File: src/rtl/csi_rx_pkg.sv
// Shared types for the CSI-2 receiver D-PHY lane control: lane FSM states and LP line encodings.
package csi_rx_pkg;

  typedef enum logic [2:0] {
    ST_STOP    = 3'd0,
    ST_HS_RQST = 3'd1,
    ST_BRIDGE  = 3'd2,
    ST_SETTLE  = 3'd3,
    ST_SYNC    = 3'd4,
    ST_HS      = 3'd5,
    ST_ERR     = 3'd6
  } lane_state_e;

  // LP line state as {p, n}
  localparam logic [1:0] LP_11 = 2'b11;
  localparam logic [1:0] LP_01 = 2'b01;
  localparam logic [1:0] LP_00 = 2'b00;
  localparam logic [1:0] LP_10 = 2'b10;

  localparam int CNT_W = 16;

endpackage

File: src/rtl/dphy_lp_sync.sv
// Two-flop synchroniser for the LP comparator pair, decoded to lp = {p, n}; 2 cycles latency.
// No flow control; resets to LP-11 (idle line).
module dphy_lp_sync
  import csi_rx_pkg::*;
(
  input  logic       dphy_clk,
  input  logic       areset,
  input  logic       lp_p,
  input  logic       lp_n,
  output logic [1:0] lp
);

  logic [1:0] meta_q;
  logic [1:0] sync_q;

  always_ff @(posedge dphy_clk or posedge areset) begin
    if (areset) begin
      meta_q <= LP_11;
      sync_q <= LP_11;
    end else begin
      meta_q <= {lp_p, lp_n};
      sync_q <= meta_q;
    end
  end

  assign lp = sync_q;

endmodule

File: src/rtl/dphy_rx_lane_ctrl.sv
// D-PHY data-lane LP->HS->LP burst sequencer; outputs are registered state decodes (1 cycle behind state).
// No backpressure: SoT/packet_done pulses are sampled every cycle, errors are single-cycle pulses.
module dphy_rx_lane_ctrl
  import csi_rx_pkg::*;
#(
  parameter int LANES         = 2,
  parameter int SETTLE_CYCLES = 6,
  parameter int SYNC_TIMEOUT  = 64,
  parameter int MAX_HS_CYCLES = 32768
) (
  input  logic             dphy_clk,
  input  logic             areset,
  input  logic             lp_p,
  input  logic             lp_n,
  input  logic [LANES-1:0] sync_found,
  input  logic             packet_done,
  output logic             hs_enable,
  output logic             aligner_reset,
  output logic             wait_for_sync,
  output logic             in_hs,
  output logic             err_sot,
  output logic             err_timeout,
  output logic [7:0]       err_count,
  output logic [2:0]       state_dbg
);

  localparam logic [CNT_W-1:0] SETTLE_LOAD = CNT_W'(SETTLE_CYCLES - 1);
  localparam logic [CNT_W-1:0] SYNC_LAST   = CNT_W'(SYNC_TIMEOUT - 1);
  localparam logic [CNT_W-1:0] HS_LAST     = CNT_W'(MAX_HS_CYCLES - 1);
  localparam logic [LANES-1:0] ALL_LANES   = '1;

  lane_state_e      state_q, state_d;
  logic [CNT_W-1:0] cnt_q, cnt_d;
  logic [LANES-1:0] seen_q, seen_d;
  logic             lp11_q;
  logic             sot_d, tmo_d;
  logic [1:0]       lp;

  dphy_lp_sync u_lp_sync (
    .dphy_clk (dphy_clk),
    .areset   (areset),
    .lp_p     (lp_p),
    .lp_n     (lp_n),
    .lp       (lp)
  );

  always_ff @(posedge dphy_clk or posedge areset) begin
    if (areset) begin
      state_q <= ST_STOP;
      cnt_q   <= '0;
      seen_q  <= '0;
    end else begin
      state_q <= state_d;
      cnt_q   <= cnt_d;
      seen_q  <= seen_d;
    end
  end

  always_comb begin
    state_d = state_q;
    cnt_d   = cnt_q;
    seen_d  = seen_q;
    sot_d   = 1'b0;
    tmo_d   = 1'b0;
    case (state_q)
      ST_STOP: begin
        cnt_d = '0;
        if (lp == LP_01) begin
          state_d = ST_HS_RQST;
        end else if (lp == LP_10) begin
          state_d = ST_ERR;
          sot_d   = 1'b1;
        end
      end
      ST_HS_RQST: begin
        if (lp == LP_00) begin
          state_d = ST_BRIDGE;
        end else if (lp == LP_11) begin
          state_d = ST_STOP;
        end else if (lp == LP_10) begin
          state_d = ST_ERR;
          sot_d   = 1'b1;
        end
      end
      ST_BRIDGE: begin
        cnt_d   = SETTLE_LOAD;
        state_d = ST_SETTLE;
      end
      ST_SETTLE: begin
        if (lp == LP_11) begin
          state_d = ST_STOP;
        end else if (cnt_q == '0) begin
          state_d = ST_SYNC;
          seen_d  = '0;
        end else begin
          cnt_d = cnt_q - 1'b1;
        end
      end
      ST_SYNC: begin
        // Early lanes are remembered so staggered SoT still completes the set.
        seen_d = seen_q | sync_found;
        cnt_d  = cnt_q + 1'b1;
        if (lp == LP_11) begin
          state_d = ST_STOP;
          sot_d   = 1'b1;
        end else if ((seen_q | sync_found) == ALL_LANES) begin
          state_d = ST_HS;
          cnt_d   = '0;
        end else if (cnt_q == SYNC_LAST) begin
          state_d = ST_ERR;
          sot_d   = 1'b1;
        end
      end
      ST_HS: begin
        cnt_d = cnt_q + 1'b1;
        if (packet_done || lp == LP_11) begin
          state_d = ST_STOP;
        end else if (cnt_q == HS_LAST) begin
          state_d = ST_ERR;
          tmo_d   = 1'b1;
        end
      end
      ST_ERR: begin
        if (lp == LP_11 && lp11_q) state_d = ST_STOP;
      end
      default: state_d = ST_STOP;
    endcase
  end

  always_ff @(posedge dphy_clk or posedge areset) begin
    if (areset) begin
      lp11_q        <= 1'b0;
      hs_enable     <= 1'b0;
      aligner_reset <= 1'b1;
      wait_for_sync <= 1'b0;
      in_hs         <= 1'b0;
      err_sot       <= 1'b0;
      err_timeout   <= 1'b0;
      err_count     <= '0;
    end else begin
      lp11_q        <= (state_q == ST_ERR) && (lp == LP_11);
      hs_enable     <= (state_q == ST_SYNC) || (state_q == ST_HS);
      aligner_reset <= !((state_q == ST_SYNC) || (state_q == ST_HS));
      wait_for_sync <= (state_q == ST_SYNC);
      in_hs         <= (state_q == ST_HS);
      err_sot       <= sot_d;
      err_timeout   <= tmo_d;
      if ((sot_d || tmo_d) && err_count != 8'hFF) err_count <= err_count + 8'd1;
    end
  end

  assign state_dbg = state_q;

endmodule

File: config.mk
export PLATFORM = sky130hd
export DESIGN_NAME = dphy_rx_lane_ctrl
export DESIGN_NICKNAME = d
export VERILOG_FILES = /design/src/rtl/csi_rx_pkg.sv /design/src/rtl/dphy_lp_sync.sv /design/src/rtl/dphy_rx_lane_ctrl.sv
export SDC_FILE = /design/constraint.sdc
export NUM_CORES = 1
export LEC_CHECK = 0
export CORE_MARGIN = 2
export CORE_UTILIZATION = 30
export CTS_CLUSTER_SIZE = 24
export DETAILED_ROUTE_END_ITERATION = 7
export SYNTH_ARGS = -nofsm -noshare
export SYNTH_HDL_FRONTEND = slang
export SYNTH_SLANG_ARGS = --single-unit
File: constraint.sdc
create_clock -name dphy_clk -period 3.5 [get_ports dphy_clk]
set_input_delay 0.7 -clock dphy_clk [delete_from_list [all_inputs] [get_ports dphy_clk]]
set_output_delay 0.7 -clock dphy_clk [all_outputs]
set_load 0.05 [all_outputs]
==> metrics.md, run 1 <==
| Metric | Value |
|---|---|
| Status | `completed` |
| Rel. slew slack | `0.4066` |
| WL met1 | `2941 um` |
| Largest net degree at the start of global routing | `41` |
| Fmax | `371.2 MHz` |
| Min-delay src | `u_lp_sync.meta_q[1]` |
| YS warnings | `0` |
| Main area contributors after synthesis | `dfrtp_1, dfstp_2, nand2_1` |
| Setup bufs post-CTS | `0` |
| Setup crit start kind | `flip-flop` |
| Share of post-route cells with drive strength above 1 | `0.09060` |
| Number of fillers in the final layout | `809` |
| Post-synthesis sequential area ratio | `0.4103` |
| Worst ir drop on vdd | `about 0.37 mV` |
| Ant diodes | `0` |
| Most frequent cell after synthesis | `dfrtp_1` |
| Sequential share of power | `0.286` |
| Slowest-stage cell, CP | `or4_4` |
| P_sw | `0.001379 W` |
| Origin of the worst setup path | `cnt_q[8]` |
| CTS H-tree depth | `2` |
| Number of iterations in the first detailed-routing pass | `5` |
| Worst reg2reg setup slack | `0.81 ns` |
| LEAKAGE | `1.180 nW` |
| Total Power | `between 0.002 and 0.003 W` |
| Global Route Usage Sum | `0.1507` |
| Crit. End Element | `flip-flop` |
| Post_cts resized | `0` |
| Met2 routed WL | `just under 3000 um` |
| Vias in the first global route | `about 2,100` |
| Remaining antenna violation count | `0` |
| Worst EP required | `3.68 ns` |
| Initial antenna violation count | `0` |
| Placeable Area | `0.007848 sq mm` |
| DR vias | `2,207` |
| Clock skew | `between 0.01 and 0.015 ns` |
| Clk_lat worst skew | `~0.30 ns` |
| Final min period | `approximately 2.7 ns` |
| Grt ovf | `0` |
| Gate power share | `0.555` |
| Asr flop ratio synth | `1.000` |
| Synth top area share | `0.3568` |
| Final hold vios | `0` |
| I/O Pins | `24` |
| Residual DRC | `0` |
| Die width | `between 90 and 100 um` |
| Hold buffers post-CTS | `0` |
| Die Y | `between 90 and 100 um` |
| Post-Route WL | `slightly above 6000 um` |
| Synth cell count leaders | `dfrtp_1, nand2_1, nor2_1, o21ai_0, clkbuf_1` |
| Number of synthesized flops with an enable pin | `0` |
| DR top layer | `met4` |
| Worst slew pin tran | `0.8820 ns` |
| Rows | `32` |
| Clock share of power | `0.160` |
| Sw Share | `0.4897` |
| Wire per inst | `between 15 and 20 um` |
| Area growth, synth to finish | `17.84%` |
| # Max-Cap Violations | `0` |
| Critical Path AT | `between 2 and 3 ns` |
| Synth area leader | `dfrtp_1` |
| Detailed router's first-iteration violation count | `176` |
| Mapped Area | `between 0.002 and 0.0025 sq mm` |
| Setup-failing EPs final | `0` |
| Setup tns final | `0 ns` |
| First-pass GRT wire length | `between 10,000 and 15,000 um` |
| Synth unique cells | `62` |
| Pwr Density | `a little under 1000 mW/mm^2` |
| WS Path Type | `flip-flop to flip-flop` |
| Hold crit path type | `flip-flop to flip-flop` |
| Clock transition at path regs | `~0.080 ns` |
| Post-synthesis register bit count | `40` |
| Syn avg cell area | `between 8 and 9 sq um` |
| Final worst-path cycle share | `0.7698` |
| Synth Net Count | `291` |
| RR Startpoint | `cnt_q[8]` |
| CTS tree | `done` |
| Final worst slack | `slightly above 0.8 ns` |
| Int Power | `~0.0014 W` |
| Worst path max stage delay | `roughly 0.6 ns` |
| Clk sink count | `40` |
| CP max FO | `10` |
| Met3 wire len | `236 um` |
| Initial Util | `0.3128` |
| Crit-path cells | `or3_4, or4_4, o211ai_2, o211ai_1, a311oi_1, a21oi_1` |
| Utilization after layout | `0.3686` |
| Max Slew Vio Count | `0` |
| Synthesized instance count | `280` |
| Vias per cell | `5.518` |
| Clock buffer depth | `2` |
| Nets | `309` |
| Port bufs | `23` |
| RSZ-0062 raised after global routing | `false` |
| Top FF cell, synth | `dfrtp_1` |
| Die ar. | `between 0.008 and 0.009 sq mm` |
| Total CTS buffers | `5` |
| GPL Wtd Cong | `roughly 0.85` |
| Post-Place Setup Slack | `between 0.7 and 0.8 ns` |
| Final HPWL DP | `4089 um` |
| Root buffer cell | `clkbuf_8` |
[metal layers]
metal	vias up	track usage
li1	1060	-
met2	54	0.2446
met3	7	0.02155
met4	0	0.05193
met5	-	0
met1	1086	0.2060
[path summary, 6_finish.rpt]
path | to | cells after the start
setup reg to reg | cnt_q[9] | 6
hold / removal | u_lp_sync.lp[1] | 0
setup / recovery | cnt_q[9] | 6
max in group asynchronous | aligner_reset | 3
min in group asynchronous | err_count[1] | 3
hold reg to reg | u_lp_sync.lp[1] | 0
[cells in the final DEF (no fill, tap or decap), types with 7 or more instances in the layout]
cell type,netlist,routed
clkdlybuf4s50_1,0,23
nor2_1,30,30
nand3_1,9,9
nor3_1,9,9
dfrtp_1,35,35
inv_1,7,7
o21ai_0,24,24
a21oi_1,12,12
nand2_1,33,33
[flip-flops by register name, summed over array words and instances, names as in the netlist, 2 cells and up]
register	count
cnt_q	16
err_count	8
state_dbg	3
seen_q	2
u_lp_sync.lp	2
u_lp_sync.meta_q	2
[kinds of logic after synthesis]
| kind of cell | synth area share |
|---|---|
| AO/OA/AOI/OAI | 0.2436 |
| XOR/XNOR | 0.03211 |
| adder cells (fa/ha/maj) | 0.02039 |
| buffers and inverters | 0.04282 |
| flip-flops | 0.4103 |
| multiplexers | 0.008664 |
| AND/OR/NAND/NOR | 0.2421 |
[final cells by class]
cell class / instances / area (sq um) / area share
Clock buffer: 5 / 68.82 / 0.02379
Clock inverter: 2 / 60.06 / 0.02076
Sequential cell: 40 / 1007 / 0.3482
Timing Repair Buffer: 27 / 260.3 / 0.08997
Tap cell: 102 / 127.6 / 0.04412
Inverter: 7 / 26.28 / 0.009083
Multi-Input combinational cell: 217 / 1343 / 0.4641
[stage by stage]
stage | instances | hold slack (ns) | instance area, sq um
CTS | 400 | 0.3600 | 2893
detailed placement | 393 | 0.3487 | 2764
global placement | 393 | 0.3468 | 2764
global route | 400 | 0.3660 | 2893
floorplan | 280 | 0.3452 | 2455
finish | 400 | 0.3572 | 2893
[power by group through the flow]
stage,combinational (W),sequential (W),clock [W]
after floorplan,0.00101,0.000951,0
after global placement,0.00152,0.000803,0
after detailed placement,0.00154,0.000807,0
after CTS,0.00155,0.000799,0.000462
after global routing,0.00168,0.000827,0.000486
final,0.00156,0.000804,0.000449
[critical path, delay by kind of cell, from the launching register on]
kind / cells / cell delay (ns)
flip-flops: 1 / 0.48
AND/OR/NAND/NOR: 2 / 1.04
AO/OA/AOI/OAI: 4 / 1.06
Power figures use the tool's default switching activity.
==> run 2: changes to the inputs <==
Clock period 3.5 ns to 2.24 ns, I/O delays scaled along.
==> metrics.md, run 2 (synthesis gave the netlist of run 1 again) <==
| Metric | Value |
|---|---|
| Utilization after layout | `0.4174 (was 0.3686)` |
| Initial Util | `0.3128 (unchanged)` |
| Clk sink count | `40 (unchanged)` |
| Max Slew Vio Count | `0 (unchanged)` |
| Clock buffer depth | `2 (unchanged)` |
| Worst reg2reg setup slack | `-0.02 ns (was 0.81 ns)` |
| Residual DRC | `0 (unchanged)` |
| Port bufs | `23 (unchanged)` |
| Die width | `94.46 um (unchanged)` |
| Grt ovf | `0 (unchanged)` |
| Final worst slack | `-0.02177 ns (was 0.8058 ns)` |
| Biggest register | `cnt_q (unchanged)` |
| Non-filler instance count after layout | `441 (was 400)` |
| Post-Route WL | `6573 um (was 6213 um)` |
| Ant diodes | `0 (unchanged)` |
| Vias per cell | `5.320 (was 5.518)` |
| I/O Pins | `24 (unchanged)` |
| Placeable Area | `0.007848 sq mm (unchanged)` |
| CTS H-tree depth | `2 (unchanged)` |
| Post-Place Setup Slack | `-0.1268 ns (was 0.7926 ns)` |
| Placed Instances | `426 (was 393)` |
| Area growth, synth to finish | `33.44% (was 17.84%)` |
| Commonest non-fill, non-tap cells in the layout | `buf_4, dfrtp_1, nand2_1, nor2_1, clkdlybuf4s50_1 (was dfrtp_1, nand2_1, nor2_1, o21ai_0, clkdlybuf4s50_1)` |
| Worst slew pin tran | `0.5945 ns (was 0.8820 ns)` |
| P_sw | `0.002326 W (was 0.001379 W)` |
| Rel. slew slack | `0.6037 (was 0.4066)` |
| Most common cell after layout, fill and taps aside | `buf_4 (was dfrtp_1)` |
| Nets | `349 (was 309)` |
| Pwr Density | `1509 mW/mm^2 (was 973.4 mW/mm^2)` |
| Crit-path cells | `or3_4, or4_4, o211ai_4, a21boi_4, buf_12, a21oi_2, a31oi_1 (was or3_4, or4_4, o211ai_2, o211ai_1, a311oi_1, a21oi_1)` |
| Rows | `32 (unchanged)` |
| Final min period | `2.262 ns (was 2.694 ns)` |
| First-pass GRT wire length | `11,210 um (was 10,620 um)` |
| Global Route Usage Sum | `0.1585 (was 0.1507)` |
| WS Path Type | `flip-flop to flip-flop (unchanged)` |
| Setup-failing EPs final | `3 (was 0)` |
| Die ar. | `0.008923 sq mm (unchanged)` |
| Setup crit start kind | `flip-flop (unchanged)` |
| CTS tree | `done (unchanged)` |
| Share of post-route cells with drive strength above 1 | `0.2360 (was 0.09060)` |
| Clock skew | `0.006858 ns (was 0.01437 ns)` |
| Clock transition at path regs | `0.08 ns (about the same)` |
| Crit. End Element | `flip-flop (unchanged)` |
| Initial antenna violation count | `0 (unchanged)` |
| Clock share of power | `0.131 (was 0.160)` |
| DR vias | `2,346 (was 2,207)` |
| Detailed router's first-iteration violation count | `157 (was 176)` |
| Root buffer cell | `clkbuf_8 (unchanged)` |
| # Max-Cap Violations | `0 (unchanged)` |
| CP max FO | `15 (was 10)` |
| Int Power | `0.002617 W (was 0.001437 W)` |
| Sw Share | `0.4705 (was 0.4897)` |
| Status | `finished with violations (was completed)` |
| Setup tns final | `-0.04435 ns (was 0 ns)` |
| Worst ir drop on vdd | `0.5476 mV (was 0.3696 mV)` |
| Top delay family on crit path | `simple AND/OR/NAND/NOR gates (was compound AO/OA/AOI/OAI gates)` |
| LEAKAGE | `1.396 nW (was 1.180 nW)` |
| Hold buffers post-CTS | `0 (unchanged)` |
| Gate power share | `0.637 (was 0.555)` |
| Largest net degree at the start of global routing | `41 (unchanged)` |
| Critical Path AT | `2.48 ns (was 2.87 ns)` |
| Worst path max stage delay | `0.59 ns (about the same)` |
| CP bufs+invs | `1 (was 0)` |
| Final hold vios | `0 (unchanged)` |
| Slowest-stage cell, CP | `or4_4 (unchanged)` |
| Failing checks | `setup timing` |
| Vias in the first global route | `2,297 (was 2,099)` |
| Fmax | `442.1 MHz (was 371.2 MHz)` |
| Final worst-path cycle share | `1.010 (was 0.7698)` |
| Hold crit path type | `flip-flop to flip-flop (unchanged)` |
| Worst EP required | `2.46 ns (was 3.68 ns)` |
| Die Y | `94.46 um (unchanged)` |
| Remaining antenna violation count | `0 (unchanged)` |
| Clk_lat worst skew | `0.30 ns (about the same)` |
| Total Power | `0.004943 W (was 0.002816 W)` |
| GPL Wtd Cong | `0.8573 (was 0.8530)` |
| Sequential share of power | `0.232 (was 0.286)` |
| Total CTS buffers | `5 (unchanged)` |
| Final HPWL DP | `4601 um (was 4089 um)` |
| Number of fillers in the final layout | `790 (was 809)` |
| Wire per inst | `14.90 um (was 15.53 um)` |
| RSZ-0062 raised after global routing | `true (was false)` |
| Number of iterations in the first detailed-routing pass | `4 (was 5)` |
| Max FFs per register | `16 (unchanged)` |
==> run 2: cell types whose count changed in the layout (fill, tap and decap cells not counted), sizes merged <==
cell           previous run  this run
buf                       4        45
bufinv                    2         1
clkbuf                    5         6
clkdlybuf4s50            23        22
clkinv                    0         1
==> run 2: power groups by stage <==
| stage | clock, W | combinational, W | sequential [W] |
|---|---|---|---|
| after floorplan | 0 | 0.00166 | 0.00149 |
| after global placement | 0 | 0.00293 | 0.00115 |
| after detailed placement | 0 | 0.00296 | 0.00115 |
| after CTS | 0.000666 | 0.00305 | 0.00114 |
| after global routing | 0.000698 | 0.00337 | 0.00118 |
| final | 0.000649 | 0.00315 | 0.00115 |
==> run 2: per-stage QoR <==
stage	hold slack, ns	instance area, sq um
6_report	0.3603	3276
5_1_grt	0.3669	3276
4_1_cts	0.3615	3216
3_5_place_dp	0.3493	3052
3_3_place_gp	0.3464	3052
2_1_floorplan	0.3452	2487
==> run 2: layer usage <==
layer  part of all wire  track usage
met5                  0            0
met3              0.040      0.03033
met1               0.46       0.2025
met4              0.015      0.05556
met2               0.49       0.2679
==> run 2: timing repair <==
item,CTS,global route
buffers inserted,3,4
setup endpoints to repair,12,23
gates resized for setup,4,11
pin swaps,3,4
==> run 2: worst register-to-register path, delay by kind of cell, from the launching register on <==
family / cells / cell delay [ns]
DFF: 1 / 0.38
and+or+nand+nor: 2 / 0.98
AOI/OAI and AO/OA: 4 / 0.67
buffers and inverters: 1 / 0.17
==> run 2: worst paths after layout <==
| check | depth (start not counted) | endpoint | start |
|---|---|---|---|
| hold reg to reg | 0 | u_lp_sync.lp[1] | u_lp_sync.meta_q[1] |
| setup / recovery | 7 | cnt_q[10] | cnt_q[12] |
| max in group asynchronous | 3 | aligner_reset | areset |
| hold / removal | 0 | u_lp_sync.lp[1] | u_lp_sync.meta_q[1] |
| setup reg to reg | 7 | cnt_q[10] | cnt_q[12] |
| min in group asynchronous | 3 | cnt_q[14] | areset |
==> run 2: cell type report <==
type                            instances  area, sq um  share of cell area
Multi-Input combinational cell        217         1405              0.4290
Sequential cell                        40         1008              0.3079
Timing Repair Buffer                   67        586.8              0.1791
Tap cell                              102        127.6             0.03896
Clock buffer                            6        82.58             0.02521
Clock inverter                          2        38.79             0.01184
Inverter                                7        26.28            0.008021
